## src/rtl/state_code_pkg.sv

```systemverilog
// Shared code constants and decoder state type for the 2-bit state-code link.
// The transmitter FSM is expected to use the same constants.
package state_code_pkg;

  localparam logic [1:0] CODE_NONE = 2'b00;
  localparam logic [1:0] CODE_I    = 2'b01;
  localparam logic [1:0] CODE_S    = 2'b10;
  localparam logic [1:0] CODE_T    = 2'b11;

  typedef enum logic [1:0] {
    HUNT  = 2'd0,
    ARMED = 2'd1,
    RUN   = 2'd2,
    ERR   = 2'd3
  } dec_state_e;

  // S and T are the only codes that carry data once the link is running.
  function automatic logic is_data_code(input logic [1:0] code);
    return (code == CODE_S) || (code == CODE_T);
  endfunction

endpackage

```

## src/rtl/state_code_decoder_if.sv

```systemverilog
// Recovered-word valid/ready port between the decoder and its consumer.
// The master drives data and valid; the slave returns ready.
interface state_code_decoder_if #(
  parameter int WIDTH = 8
);
  logic [WIDTH-1:0] word_data;
  logic             word_valid;
  logic             word_ready;

  modport master (output word_data, output word_valid, input word_ready);
  modport slave  (input word_data, input word_valid, output word_ready);
endinterface

```

## src/rtl/state_code_packer.sv

```systemverilog
// Packs recovered bits LSB-first into WIDTH-bit words and holds one word for a
// valid/ready consumer; a word completing while the holder is full is dropped.
module state_code_packer #(
  parameter int WIDTH     = 8,
  parameter int ERR_CNT_W = 8
) (
  input  logic                 clk,
  input  logic                 reset,
  input  logic                 bit_val,
  input  logic                 bit_en,
  input  logic                 flush,
  input  logic                 clear,
  state_code_decoder_if.master word,
  output logic [ERR_CNT_W-1:0] ovf_count,
  output logic                 ovf_sticky
);

  localparam int BW = $clog2(WIDTH);
  localparam logic [BW-1:0] LAST = BW'(WIDTH - 1);

  logic [WIDTH-1:0]     sr_q, sr_d;
  logic [BW-1:0]        bcnt_q, bcnt_d;
  logic [WIDTH-1:0]     data_q, data_d;
  logic                 valid_q, valid_d;
  logic [ERR_CNT_W-1:0] ovf_count_q, ovf_count_d;
  logic                 ovf_sticky_q, ovf_sticky_d;
  logic                 complete;
  logic [WIDTH-1:0]     new_word;

  always_comb begin
    sr_d         = sr_q;
    bcnt_d       = bcnt_q;
    data_d       = data_q;
    valid_d      = valid_q;
    ovf_count_d  = ovf_count_q;
    ovf_sticky_d = ovf_sticky_q;
    complete     = 1'b0;
    new_word     = sr_q;

    if (flush) begin
      sr_d   = '0;
      bcnt_d = '0;
    end else if (bit_en) begin
      if (bcnt_q == LAST) begin
        complete = 1'b1;
        new_word = {bit_val, sr_q[WIDTH-2:0]};
        sr_d     = '0;
        bcnt_d   = '0;
      end else begin
        sr_d[bcnt_q] = bit_val;
        bcnt_d       = bcnt_q + BW'(1);
      end
    end

    // A completion on the accepting edge refills the holder with no bubble.
    if (complete) begin
      if (!valid_q || word.word_ready) begin
        data_d  = new_word;
        valid_d = 1'b1;
      end else begin
        ovf_sticky_d = 1'b1;
        if (ovf_count_q != '1) ovf_count_d = ovf_count_q + ERR_CNT_W'(1);
      end
    end else if (valid_q && word.word_ready) begin
      valid_d = 1'b0;
    end

    if (clear) begin
      ovf_count_d  = '0;
      ovf_sticky_d = 1'b0;
    end
  end

  always_ff @(posedge clk or posedge reset) begin
    if (reset) begin
      sr_q         <= '0;
      bcnt_q       <= '0;
      data_q       <= '0;
      valid_q      <= 1'b0;
      ovf_count_q  <= '0;
      ovf_sticky_q <= 1'b0;
    end else begin
      sr_q         <= sr_d;
      bcnt_q       <= bcnt_d;
      data_q       <= data_d;
      valid_q      <= valid_d;
      ovf_count_q  <= ovf_count_d;
      ovf_sticky_q <= ovf_sticky_d;
    end
  end

  assign word.word_data  = data_q;
  assign word.word_valid = valid_q;
  assign ovf_count       = ovf_count_q;
  assign ovf_sticky      = ovf_sticky_q;

endmodule

```

## src/rtl/state_code_decoder.sv

```systemverilog
// Receive side of the 2-bit state-code link: tracks transmitter protocol,
// recovers serial bits from S/T toggles and hands them to the word packer.
module state_code_decoder
  import state_code_pkg::*;
#(
  parameter int WIDTH     = 8,
  parameter int ERR_CNT_W = 8
) (
  input  logic                 clk,
  input  logic                 reset,
  input  logic [1:0]           code_in,
  input  logic                 clear,
  state_code_decoder_if.master word,
  output logic                 locked,
  output logic                 err,
  output logic                 resync,
  output logic [ERR_CNT_W-1:0] err_count,
  output logic [ERR_CNT_W-1:0] ovf_count,
  output logic                 ovf_sticky
);

  dec_state_e           state_q, state_d;
  logic [1:0]           prev_code_q, prev_code_d;
  logic                 locked_q, locked_d;
  logic                 err_q, err_d;
  logic                 resync_q, resync_d;
  logic [ERR_CNT_W-1:0] err_count_q, err_count_d;
  logic                 bit_val, bit_en, flush, err_entry;

  // NOTE: every always_comb output gets a default first, so no path can infer a latch.
  always_comb begin
    state_d  = state_q;
    resync_d = 1'b0;
    bit_en   = 1'b0;
    bit_val  = 1'b0;
    flush    = 1'b0;

    unique case (state_q)
      HUNT:  if (code_in == CODE_I) state_d = ARMED;
      ARMED: begin
        if (code_in == CODE_S)      state_d = RUN;
        else if (code_in != CODE_I) state_d = ERR;
      end
      RUN: begin
        if (code_in == CODE_I) begin
          state_d  = ARMED;
          resync_d = 1'b1;
          flush    = 1'b1;
        end else if (code_in == CODE_NONE) begin
          state_d = ERR;
        end else if (is_data_code(prev_code_q)) begin
          // A toggle between S and T encodes a 1; a repeat encodes a 0.
          bit_en  = 1'b1;
          bit_val = (code_in != prev_code_q);
        end
      end
      ERR:     if (code_in == CODE_I) state_d = ARMED;
      default: state_d = HUNT;
    endcase

    err_entry = (state_d == ERR) && (state_q != ERR);
    if (err_entry) flush = 1'b1;

    err_count_d = err_count_q;
    if (clear)                                 err_count_d = '0;
    else if (err_entry && err_count_q != '1)   err_count_d = err_count_q + ERR_CNT_W'(1);

    prev_code_d = code_in;
    locked_d    = (state_d == RUN);
    err_d       = (state_d == ERR);
  end

  // NOTE: sequential state is updated with non-blocking assignments only.
  always_ff @(posedge clk or posedge reset) begin
    if (reset) begin
      state_q     <= HUNT;
      prev_code_q <= CODE_NONE;
      locked_q    <= 1'b0;
      err_q       <= 1'b0;
      resync_q    <= 1'b0;
      err_count_q <= '0;
    end else begin
      state_q     <= state_d;
      prev_code_q <= prev_code_d;
      locked_q    <= locked_d;
      err_q       <= err_d;
      resync_q    <= resync_d;
      err_count_q <= err_count_d;
    end
  end

  state_code_packer #(
    .WIDTH     (WIDTH),
    .ERR_CNT_W (ERR_CNT_W)
  ) u_packer (
    .clk        (clk),
    .reset      (reset),
    .bit_val    (bit_val),
    .bit_en     (bit_en),
    .flush      (flush),
    .clear      (clear),
    .word       (word),
    .ovf_count  (ovf_count),
    .ovf_sticky (ovf_sticky)
  );

  assign locked    = locked_q;
  assign err       = err_q;
  assign resync    = resync_q;
  assign err_count = err_count_q;

endmodule

```

## src/flat_wrapper.sv

```systemverilog
// flat-port wrapper written by rule: the top's interface ports become plain ports
module state_code_decoder_flat import state_code_pkg::*;
#(
  parameter int WIDTH     = 8,
  parameter int ERR_CNT_W = 8
)
  (clk, reset, code_in, clear, locked, err, resync, err_count, ovf_count, ovf_sticky, word_word_data, word_word_valid, word_word_ready);
  state_code_decoder_if #(.WIDTH(WIDTH)) word_i ();
  input  logic clk;
  input  logic reset;
  input  logic [1:0] code_in;
  input  logic clear;
  output logic locked;
  output logic err;
  output logic resync;
  output logic [ERR_CNT_W-1:0] err_count;
  output logic [ERR_CNT_W-1:0] ovf_count;
  output logic ovf_sticky;
  output wire logic [$bits(word_i.word_data)-1:0] word_word_data;
  output wire logic [$bits(word_i.word_valid)-1:0] word_word_valid;
  input wire logic [$bits(word_i.word_ready)-1:0] word_word_ready;
  assign word_word_data = word_i.word_data;
  assign word_word_valid = word_i.word_valid;
  assign word_i.word_ready = word_word_ready;
  state_code_decoder #(.WIDTH(WIDTH), .ERR_CNT_W(ERR_CNT_W)) u_core (.clk(clk), .reset(reset), .code_in(code_in), .clear(clear), .word(word_i), .locked(locked), .err(err), .resync(resync), .err_count(err_count), .ovf_count(ovf_count), .ovf_sticky(ovf_sticky));
endmodule
```

## config.mk

```make
export PLATFORM = sky130hd
export DESIGN_NAME = state_code_decoder_flat
export DESIGN_NICKNAME = d
export VERILOG_FILES = /design/src/rtl/state_code_pkg.sv /design/src/rtl/state_code_decoder_if.sv /design/src/rtl/state_code_packer.sv /design/src/rtl/state_code_decoder.sv /design/src/flat_wrapper.sv
export SDC_FILE = /design/constraint.sdc
export NUM_CORES = 1
export LEC_CHECK = 0
export ABC_AREA = 1
export ABC_CLOCK_PERIOD_IN_PS = 1700
export BUFFER_PORTS_ARGS = -buffer_cell sky130_fd_sc_hd__clkbuf_2
export CAP_MARGIN = 20
export CORE_UTILIZATION = 51
export CTS_BUF_LIST = sky130_fd_sc_hd__clkbuf_8
export DETAILED_ROUTE_END_ITERATION = 10
export PLACE_DENSITY = 0.79
export SETUP_SLACK_MARGIN = 0.3
export SYNTH_ARGS = -nofsm -noshare
export SYNTH_HDL_FRONTEND = slang
export SYNTH_SLANG_ARGS = --single-unit
export TNS_END_PERCENT = 100
```

## constraint.sdc

```tcl
create_clock -name clk -period 1.7 [get_ports clk]
set_input_delay 0.255 -clock clk [delete_from_list [all_inputs] [get_ports clk]]
set_output_delay 0.255 -clock clk [all_outputs]
set_load 0.05 [all_outputs]
```

==> run summary, run 1 <==
Setup repair after global routing could not meet its margin everywhere. Of the total synthesized cell area, the portion taken by full adders, half adders and majority gates is 0.03792. Counting flops with an async set or reset pin after synthesis yields a share of 1.000. The worst hold-check slack came out at around 66 ps. A synthesized cell averages 8.399 µm².

The number of hold violations in the final report is 0. The overall power after layout came out at around 3.5 mW. After routing the design area is 2918 µm².

The global routing usage summed across all routing layers is 0.2102. The total wire length came out at 4873 µm. The number of max-slew violations in the final report came out at 0. The top-level port count is 35. In the post-synthesis netlist, the cell with the most instances is nand2_1. The proportion of netlist area held by the largest area contributor came out at 0.4659. The pin slew with the least headroom to its limit came out at ~550 ps.

Measured in cells, the most critical reg-to-reg path has a length of 11. The startpoint of the most critical register-to-register path is u_core.state_q[0]. The total vias in the final route is around 2,000.

The run finished, with violations left. The total of flip-flops plus latches after synthesis is between 40 and 50. The leading register cell type out of synthesis is dfrtp_1.

The combined area of all synthesized cells came out at 2310 µm². The placeable core region came out at about 4400 µm². The area growth from synthesis to layout came out at 26.33%. Detailed placement ended at an HPWL of approximately 3200 µm. The final number of setup-violating endpoints is 17.

The worst-case clock buffer depth is 2. The tightest min-delay check is of the input pin to asynchronous set/reset pin type. The critical path goes through inv_2 -> ha_4 -> or2_4 -> nand2_2 -> nand2_2 -> nand4_4 -> nand3_4 -> nand2_4 -> nand2_8 -> nand2_1 -> nand2_1. The cell family with the largest share of critical-path delay is simple AND/OR/NAND/NOR gates. In this run the number of cells on the critical path is 11.

The worst-path maximum fanout is 8. The detailed-route DRC error count came out at 0. The most critical setup path has its startpoint at u_core.state_q[0]. The critical path ends at u_core.u_packer.ovf_count[1].

The slack of the critical path came out at -79.53 ps. The clock net in this run drives a total of 43 sinks. After layout, the minimum clock period comes to roughly 1800 ps. The placed instances occupy a cell area of roughly 2700 µm². The horizontal die dimension is ~69 µm. The final antenna diode count came out at 0. STA classifies the critical path startpoint as a flop.

Ranked by instance count, the synthesized netlist is headed by 76 x nand2_1, 43 x dfrtp_1, 28 x nand3_1, 26 x nor2_1, 23 x inv_1. The endpoint identified for the worst register-to-register timing path is u_core.u_packer.ovf_count[1]. Hold repair after CTS inserted 0 buffers. The area taken by multi-input logic gates came out at 1261 µm². The part of the Yosys area used for sequential elements came out at 0.4659.

Once detail routing completed, the nets flagged for antenna violations numbered 0. The DRC marker count from the first detailed-route iteration came out at 100. The checks that failed: setup timing.

The remaining max-slew budget at the tightest pin came out at 0.6324. After detailed routing, the average wire length per cell comes to ~13 µm. The highest clock frequency the design can meet came out at approximately 560 MHz.

The die span in y is 69.30 µm. The clock tree synthesis step divided the H-tree into 2 levels. The largest individual stage delay along the critical path comes from the cell dfrtp_1. Input and output buffers added on the ports amount to 34. The die covers between 4000 and 5000 µm². Of the post-synthesis cell area, the part taken by muxes is 0.01300.

The remaining global-route overflow is 0. Of the cells placed in the final design, the portion with a size suffix greater than 1 is 0.3424. The data arrival time at the worst-slack endpoint is 1970 ps. The cell type with the largest total area after synthesis is dfrtp_1. During synthesis, Yosys emitted a total of 0 warnings.

Power spread over the standard cell area amounts to around 1200 nW/µm². The standby leakage power came out at 1.467 nW. The synthesized instance count came out at about 280.

TritonCTS created 5 clock buffers. The number of inserted filler cells in the final layout came out at 320. The first global-routing pass estimated a little over 8000 µm of wire. The clock slew seen by the registers of the worst setup and hold paths came out at about 80 ps. The buffer cell driving the clock tree root is clkbuf_8. The critical path is of the flop to flop type. The clock latency of the later-clocked register in the worst-skew pair came out at about 300 ps. By area the synthesized netlist is led by dfrtp_1 47%, nand2_1 12%, nand3_1 6.1%.

By area, the combinational part of the netlist is dominated by simple AND/OR/NAND/NOR gates. The setup slack of the most critical reg-to-reg path is -80 ps. The biggest cell delay along the critical path is 390 ps. The number of iterations in the first detailed-routing pass is 4.

The number of enable-type register cells in the synthesized netlist is 0. The XOR/XNOR share of the synthesized area is 0.03413. In the final layout, flip-flops and latches occupy between 1000 and 1500 µm². At the end of routability-driven placement, the weighted congestion stood at between 0.7 and 0.8.

The fraction of the cycle the final worst path needs came out at 1.047. The worst setup skew after layout came out at 7.365 ps. The number of antenna violations at the first check in global routing is 0. The number of core rows came out at 24.

The maximum vdd drop is a little over 0.0009 V. The total of max-cap violations is 0. In this run, distinct cell masters in the synthesized netlist total 34. Entering global routing, the biggest net connects between 40 and 50 pins.

Counting both buffers and inverters, the worst setup path holds a total of 1. The via count of the first global-routing pass came out at 1,874. After the last flow step, the layout net total stands at 342.

The net count after synthesis is about 290. The number of vias per cell came out at roughly 5.2. TritonCTS built the clock tree. The data required time at the worst endpoint came out at around 1900 ps.

The worst setup path is captured at a flop. Of the total synthesized cell area, the portion taken by AND, OR, NAND and NOR gates is 0.3472. The pre-CTS worst setup slack came out at -13.90 ps. The initial core utilization came out at 0.5305. The compound-gate portion of the synthesized area is 0.04009.
-- state kept, by name (all words and copies together) (netlist names) --
| register | count |
|---|---|
| u_core.err | 1 |
| u_core.err_count | 8 |
| u_core.locked | 1 |
| u_core.prev_code_q | 2 |
| u_core.resync | 1 |
| u_core.state_q | 2 |
| u_core.u_packer.bcnt_q | 3 |
| u_core.u_packer.ovf_count | 8 |
| u_core.u_packer.ovf_sticky | 1 |
| u_core.u_packer.sr_q | 7 |
| u_core.u_packer.word.word_data | 8 |
| u_core.u_packer.word.word_valid | 1 |
-- final cells by class --
cell class / instances / share of cell area
multi-input combinational: 200 / 0.4322
sequential: 43 / 0.3705
timing repair buffer: 48 / 0.1012
inverter: 31 / 0.04588
clock buffer: 5 / 0.02358
tap: 52 / 0.02230
clock inverter: 3 / 0.004288
-- placed cells by master (no fill, tap or decap), types with 3 or more instances in the layout --
cell type / count
inv_1: 22
ha_4: 4
a21oi_1: 8
dfrtp_2: 4
nand2_2: 13
xnor2_1: 3
buf_4: 11
nand3_2: 6
nand2_1: 66
nor3_1: 5
xor2_1: 6
inv_2: 6
nor3b_1: 3
a21oi_2: 4
nand3b_1: 4
clkbuf_8: 5
nor2_2: 3
nand2_4: 4
dfrtp_1: 39
ha_1: 3
mux2i_1: 3
nor2_1: 25
nand3_1: 23
clkbuf_2: 33
-- what timing repair did --
item | 4_1_cts | 5_1_grt
endpoints found under the setup margin | 36 | 40
pin swaps | 3 | 9
cloned | 2 | 0
setup buffers | 3 | 4
hold endpoints to repair | 0 | 0
resized for setup | 7 | 17
-- logic make-up (layout without fill, tap and decap cells) --
logic type / count (synthesis) / count (layout)
AND/OR/NAND/NOR: 162 / 164
flip-flops: 43 / 43
buffers and inverters: 34 / 87
AO/OA/AOI/OAI: 17 / 17
XOR/XNOR: 9 / 9
adder cells (fa/ha/maj): 7 / 7
multiplexers: 3 / 3
-- worst reg2reg max path: stages, from the launching register on --
cell and delay (ps):
dfrtp_1 390, inv_2 80, ha_4 200, or2_4 240, nand2_2 70, nand2_2 60
nand4_4 150, nand3_4 120, nand2_4 140, nand2_8 80, nand2_1 90, nand2_1 60
-- where the power goes --
group / leakage [nW] / switching [mW] / internal [mW]
clock network: 0.0505 / 0.354 / 0.277
registers: 0.581 / 0.0895 / 1.12
logic: 0.836 / 1.04 / 0.636
-- worst min path at each step --
stage / from / end / slack, ps
after floorplan: code_in[0] / u_core.prev_code_q[0] / 290
after global placement: reset / u_core.err_count[2] / 400
after detailed placement: reset / u_core.err_count[4] / 410
after CTS: reset / u_core.err_count[4] / 80
after global routing: reset / u_core.err_count[4] / 120
final: reset / u_core.u_packer.ovf_count[3] / 70
-- stage by stage --
step	setup TNS, ps	instances	utilization
after floorplan	-197.7	275	-
after global placement	0	365	0.6147
after detailed placement	-22.65	365	0.6147
after CTS	-12.78	378	0.6451
after global routing	-2914	382	0.6701
final	-552.5	382	0.6701
-- per-layer routing --
| layer | wire length, µm | up-vias | GRT usage | share of wire |
|---|---|---|---|---|
| li1 | - | 1000 | - | - |
| met1 | 2116 | 939 | 0.2661 | 0.43 |
| met2 | 2484 | 47 | 0.3452 | 0.51 |
| met3 | 180 | 11 | 0.05378 | 0.037 |
| met4 | 91 | 0 | 0.08163 | 0.019 |
| met5 | 0 | - | 0 | 0 |
No activity file was read; power rests on OpenSTA's default activity.
==> run 2: changes to the inputs <==
- SKIP_LAST_GASP: unset -> 1
- SLEW_MARGIN: unset -> 10
==> run 2 against run 1 <==
  * Core utilization down 0.55 points
  * The flow still finishes with violations (setup timing)
  * Wire length decreased by 2.7%
  * Global-route usage fell by 0.11 points
  * Combinational power shrank 7%
==> run summary, run 2 (same netlist as run 1, synthesis figures left out) <==
The via count of the first global-routing pass came out at 1,871 (-0.16%). The global routing usage summed across all routing layers is 0.2091 (-0.001124). The data arrival time at the worst-slack endpoint came to 1950 ps (-20 ps).

The biggest cell delay along the critical path came out at 390 ps (about the same). The DRC marker count from the first detailed-route iteration is 113 (+13%). The pre-CTS worst setup slack came out at -13.90 ps (unchanged). The worst-path maximum fanout came out at 8 (unchanged). The minimum clock period after layout was 1753 ps (-26.72 ps). The count of nets left with antenna violations after detail routing came out at 0 (unchanged). The final reports fail on setup timing. The worst setup path startpoint is u_core.state_q[0]. The logic depth of the worst register-to-register path came out at 11 (unchanged). The area growth from synthesis to layout came out at 25.30%. The final antenna diode count came out at 0 (unchanged). In the layout the commonest cells are 67 x nand2_1, 39 x dfrtp_1, 34 x clkbuf_2. The number of buffers and inverters on the critical path is 1 (unchanged). The number of inserted filler cells in the final layout came out at 329 (+2.8%). The average wire per standard cell is 12.41 µm (-2.7%).

The total power per unit cell area came to 1171 nW/µm² (-2.7%). The die span in y came out at 69.30 µm (unchanged). The clock slew seen by the registers of the worst setup and hold paths came out at 80 ps (about the same). The worst setup path is captured at a flop. The highest clock frequency the design can meet is 570.5 MHz (+1.5%).

The most common cell after layout, fill and taps aside is nand2_1. The number of hold violations in the final report was 0 (unchanged). The placeable core region came out at 4354 µm² (unchanged).

The remaining global-route overflow is 0 (unchanged). The root buffer cell chosen for the clock tree is clkbuf_8. The placer's final routability congestion estimate is 0.7938 (unchanged). The full die area came out at 4802 µm² (unchanged). The fraction of the cycle the final worst path needs is 1.031 (-0.01571).

The clock latency of the later-clocked register in the worst-skew pair is 300 ps (about the same). The final standard cell area without fillers is 2894 µm² (-0.81%). The slack of the critical path is -52.82 ps (+26.72 ps).

The standby leakage power is 1.454 nW (-0.84%). The number of max-slew violations in the final report is 0 (unchanged). The total wire length came to 4741 µm (-2.7%). The cell count after placement came out at 365 (unchanged). The startpoint of the most critical register-to-register path is u_core.state_q[0]. Walking the worst path, the cells encountered are inv_2 -> ha_4 -> or2_4 -> nand2_2 -> nand2_2 -> nand4_4 -> nand3_4 -> nand2_4 -> nand2_8 -> nand2_1 -> nand2_1. The critical path depth in cells came to 11 (unchanged).

The detailed-route DRC error count is 0 (unchanged). The net count of the finished layout is 342 (unchanged). The remaining max-slew budget at the tightest pin is 0.6429 (+0.01046). The non-filler instance count after layout is 382 (unchanged). The critical path in this run is classified as flop to flop. The number of antenna violations at the first check in global routing came out at 0 (unchanged).

The total vias in the final route came to 1,964 (-1.7%). The detailed-placement wirelength estimate is 3165 µm (unchanged). The end point of the critical path is u_core.u_packer.ovf_count[7]. The initial core utilization came out at 0.5305 (unchanged). The final number of setup-violating endpoints came to 8 (-9).

The cell area reported after detailed placement is 2676 µm² (unchanged). The worst hold-check slack was 61.43 ps (-4.521 ps). The number of core rows was 24 (unchanged). The horizontal die dimension is 69.30 µm (unchanged). The number of clock sinks is 43 (unchanged). The total of max-cap violations is 0 (unchanged). The worst-case clock buffer depth came out at 2 (unchanged). The flow ran to the end, but the final reports show violations. The layout cell share with drive strength beyond 1 came out at 0.3394 (-0.003030).

The wire length of the first global-routing pass came out at 8079 µm (-0.35%). The setup slack of the most critical reg-to-reg path came out at -50 ps (+30 ps). The H-tree depth reported by CTS came out at 2 (unchanged). The overall power after layout was 3.390 mW (-3.5%).

The pin slew with the least headroom to its limit is 535.7 ps (-15.68 ps). The number of vias per cell came to 5.141 (-1.7%). The worst register-to-register path ends at u_core.u_packer.ovf_count[7]. The worst setup path is launched from a flop.

The count of input and output buffers came out at 34 (unchanged). The worst setup skew after layout came to 6.249 ps (-1.116 ps). The pin count of the biggest net entering global routing is 44 (unchanged).

The data required time at the worst endpoint came out at 1900 ps (about the same). Setup repair after global routing could not meet its margin everywhere. Broken down by cell family, the worst path's largest delay share belongs to simple AND/OR/NAND/NOR gates. The class of the worst hold path is input pin to asynchronous set/reset pin. The clock buffer count from CTS is 5 (unchanged). The slowest cell on the critical path is dfrtp_1. The top-level port count was 35 (unchanged). TritonCTS built the clock tree. The maximum vdd drop came out at 0.0009245 V (about the same).

The number of iterations in the first detailed-routing pass came out at 4 (unchanged).
==> run 2: final cells by class <==
cell class | count | area (µm²) | share of cell area
multi-input cells | 200 | 1261 | 0.4358
flip-flops and latches | 43 | 1081 | 0.3735
repair buffers | 48 | 279.0 | 0.09641
inverters | 31 | 126.4 | 0.04367
clock buffers | 5 | 68.82 | 0.02378
well taps | 52 | 65.06 | 0.02248
clock inverters | 3 | 12.51 | 0.004323
==> run 2: layer usage <==
| layer | track usage | up-vias | wire length (µm) |
|---|---|---|---|
| li1 | - | 997 | - |
| met1 | 0.2637 | 930 | 2098 |
| met2 | 0.3506 | 31 | 2417 |
| met3 | 0.05233 | 6 | 164 |
| met4 | 0.07029 | 0 | 61 |
| met5 | 0 | - | 0 |
==> run 2: power breakdown <==
group          total (mW)  internal [mW]  leakage, nW  switching [mW]
Combinational        1.55          0.555        0.823           0.996
Sequential           1.21           1.12        0.581          0.0910
Clock               0.631          0.277       0.0505           0.354
Total                3.39           1.95         1.45            1.44
==> run 2: worst reg2reg max path: stages (launching register included) <==
cell     delay (ps)
dfrtp_1         390
inv_2            80
ha_4            200
or2_4           240
nand2_2          70
nand2_2          60
nand4_4         140
nand3_4         120
nand2_4         150
nand2_8          80
nand2_1          80
nand2_1          60
==> run 2: worst min path at each step <==
| stage | start | endpoint | slack [ps] | cells after the start |
|---|---|---|---|---|
| floorplan | code_in[0] | u_core.prev_code_q[0] | 290 | 0 |
| global placement | reset | u_core.err_count[2] | 400 | 3 |
| detailed placement | reset | u_core.err_count[4] | 410 | 3 |
| CTS | reset | u_core.err_count[4] | 80 | 3 |
| global route | reset | u_core.err_count[4] | 120 | 3 |
| finish | reset | u_core.err_count[4] | 60 | 3 |
==> run 2: metrics by stage <==
stage / util / setup TNS [ps]
after floorplan: - / -197.7
after global placement: 0.6147 / 0
after detailed placement: 0.6147 / -22.65
after CTS: 0.6437 / -15.54
after global routing: 0.6647 / -2166
final: 0.6647 / -290.7
==> run 2: timing repair <==
item / in CTS / in global routing
resized for setup: 4 / 14
cloned: 2 / 0
pin swaps: 3 / 8
buffers inserted: 3 / 4
hold buffers: 0 / 0
setup endpoints to repair: 36 / 39
==> run 3: changes to the inputs <==
- PLACE_DENSITY: 0.79 -> 0.82
==> run 3 against run 2 <==
  * The run still ends with setup timing left
  * Fmax down 0.20%
  * Register-to-register slack about the same
  * Via count up 4.7%
  * Largest cell class unchanged
  * Largest power group unchanged
==> run summary, run 3 (same netlist as run 1, synthesis figures left out) <==
The internal power is 2.141 mW (+9.9%). The nature of the critical path startpoint is a flop. The placeable core region is 4354 µm² (unchanged). The number of max-slew violations in the final report was 0 (unchanged). The post-layout utilization of the core came out at 0.7115 (+0.04684). The full die area is 4802 µm² (unchanged).

The number of core rows is 24 (unchanged). The pin slew with the least headroom to its limit is 396.7 ps (-139.0 ps). The average wire per standard cell is 13.81 µm (+11%). The wire length of the first global-routing pass was 8818 µm (+9.1%).

The DRC marker count from the first detailed-route iteration is 122 (+8.0%). The type of element capturing the critical path is a flop. The total vias in the final route came out at 2,057 (+4.7%). The proportion of total power due to net switching came to 0.4215 (-0.003626). The reported net switching power is 1.560 mW (+8.2%). The detailed-placement wirelength estimate came out at 3320 µm (+4.9%). The number of vias per cell is 5.274 (+2.6%).

The minimum clock period after layout is 1756 ps (+3.600 ps). The number of hold violations in the final report came out at 0 (unchanged). The detailed-route DRC error count is 0 (unchanged).

The layout cell share with drive strength beyond 1 is 0.3994 (+0.06001). The data arrival time at the worst-slack endpoint came to 1960 ps (about the same). The path class of the tightest hold or removal check is input pin to flop.

The placer's final routability congestion estimate is 0.8815 (+11%). The checks that failed: setup timing. The remaining max-slew budget at the tightest pin came to 0.7345 (+0.09166). The biggest cell delay along the critical path came to 450 ps (+60 ps). The total wire length is 5385 µm (+14%). The total power per unit cell area is 1195 nW/µm² (+2.0%). The slowest stage of the critical path belongs to the cell dfrtp_2. The worst-path maximum fanout is 5 (-3). The slack of the critical path came out at -56.42 ps (-3.600 ps). Leaving out fill and tap cells, the most frequent cells in the layout are 63 x nand2_1, 38 x dfrtp_1, 34 x clkbuf_2. The H-tree depth reported by CTS is 2 (unchanged).

The fraction of the cycle the final worst path needs is 1.033 (+0.002118). The maximum vdd drop is 0.001145 V (+24%). The highest clock frequency the design can meet came out at 569.3 MHz (-0.20%). The net count of the finished layout came out at 350 (+2.3%). The area growth from synthesis to layout is 34.13%. CTS placed an instance of clkbuf_8 at the clock tree root. The pin count of the biggest net entering global routing was 44 (unchanged). The cell area reported after detailed placement is 2689 µm² (+0.47%). The number of antenna violations at the first check in global routing came out at 0 (unchanged). The overall power after layout was 3.701 mW (+9.2%). The clock network fraction of total power was 0.185 (about the same).

The top-level port count is 35 (unchanged). The remaining global-route overflow is 0 (unchanged). Traced cell by cell, the critical path runs through ha_4 -> or2_4 -> nand3_4 -> nand2_4 -> nand4_4 -> nand3_4 -> nand2_8 -> buf_12 -> nand3_1 -> nand2_1. The count of input and output buffers is 34 (unchanged). The final standard cell area without fillers is 3098 µm² (+7.0%). The worst setup skew after layout is 10.81 ps (+4.560 ps).

The clock latency of the later-clocked register in the worst-skew pair came out at 310 ps (about the same). In this design, the critical path's most frequently occurring cell is nand3_4. The worst-case clock buffer depth came out at 2 (unchanged). The part of the total power dissipated in combinational logic is 0.488 (+0.030). The number of clock sinks came to 43 (unchanged). The initial core utilization is 0.5305 (unchanged).

The run finished, with violations left. Setup repair after global routing could not meet its margin everywhere. The final number of setup-violating endpoints is 9 (+1). The data required time at the worst endpoint is 1900 ps (about the same). The count of nets left with antenna violations after detail routing came out at 0 (unchanged). The horizontal die dimension is 69.30 µm (unchanged). The number of iterations in the first detailed-routing pass was 4 (unchanged). TritonCTS built the clock tree.

The sequential group share of total power is 0.328 (-0.028). The global routing usage summed across all routing layers is 0.2322 (+0.02309). The standby leakage power came to 1.529 nW (+5.1%). The clock slew seen by the registers of the worst setup and hold paths came to 80 ps (about the same).

The final antenna diode count is 0 (unchanged). The clock buffer count from CTS is 5 (unchanged). The via count of the first global-routing pass came to 1,990 (+6.4%). The total of max-cap violations is 0 (unchanged).

The die span in y came out at 69.30 µm (unchanged). The library cell used most frequently in the layout, excluding fill and tap cells, is nand2_1. The setup path with the least slack is of type flop to flop.
## run 3: cell count changes in the layout (fill, tap and decap cells not counted), moves of 2 or more
cell | before | now
nand3_1 | 23 | 19
buf_4 | 13 | 19
inv_1 | 22 | 19
nand3_2 | 6 | 8
nor2_1 | 25 | 22
nand2_1 | 67 | 63
nand3_4 | 2 | 4
a21oi_4 | 0 | 2
nor2_2 | 3 | 5
inv_4 | 0 | 2
nand2_4 | 4 | 6
a21oi_2 | 4 | 2
buf_12 | 0 | 2
## run 3: area by class of cell
cell class	instances	area (µm²)
Sequential cell	43	1082
Timing Repair Buffer	58	385.4
Clock buffer	6	82.58
Clock inverter	2	8.758
Fill cell	290	1256
Tap cell	52	65.06
Multi-Input combinational cell	198	1343
Inverter	31	131.4
## run 3: power groups by stage
| stage | clock network, mW | registers, mW | logic (mW) |
|---|---|---|---|
| global placement | 0 | 1.23 | 1.26 |
| finish | 0.683 | 1.21 | 1.80 |
| detailed placement | 0 | 1.23 | 1.32 |
| floorplan | 0 | 1.39 | 0.881 |
| global route | 0.732 | 1.22 | 1.93 |
| CTS | 0.674 | 1.21 | 1.63 |
## run 3: what timing repair did
| item | 4_1_cts | 5_1_grt |
|---|---|---|
| setup buffers | 11 | 5 |
| resized for setup | 24 | 19 |
| hold buffers | 1 | 0 |
| pin swaps | 13 | 8 |
| endpoints found under the hold margin | 12 | 0 |
| endpoints found under the setup margin | 36 | 39 |
## run 3: worst paths after layout
check	to	slack, ps	cells after the start	startpoint
max in group asynchronous	u_core.state_q[1]	960	4	reset
hold / removal	u_core.prev_code_q[0]	130	1	code_in[0]
hold reg to reg	u_core.u_packer.word.word_data[6]	470	2	u_core.u_packer.sr_q[6]
min in group asynchronous	u_core.err_count[1]	520	4	reset
setup / recovery	u_core.u_packer.ovf_count[2]	-60	10	u_core.state_q[1]
setup reg to reg	u_core.u_packer.ovf_count[2]	-60	10	u_core.state_q[1]
## run 3: through the flow
step           TNS (ps)  worst slack [ps]  hold WS [ps]  instances
6_report         -251.9            -56.42         132.3        390
2_1_floorplan    -197.7            -36.65         286.4        275
5_1_grt           -1943            -117.0         130.2        390
3_3_place_gp          0             35.48         314.6        365
4_1_cts          -256.2            -34.99         138.4        385
3_5_place_dp     -219.0            -32.65         317.3        365
## run 3: critical path: cells and delay by family (launching register included)
family / cells / cell delay [ps]
fa+ha+maj: 1 / 270
buf+inv: 1 / 140
flops: 1 / 450
simple gates: 8 / 790
## run 3: per-layer routing
layer / up-vias / GRT usage / wire length (µm)
met5: - / 0 / 0
met4: 0 / 0.1156 / 140
met3: 12 / 0.03488 / 189
met2: 49 / 0.3959 / 2744
met1: 988 / 0.2863 / 2311
li1: 1008 / - / -
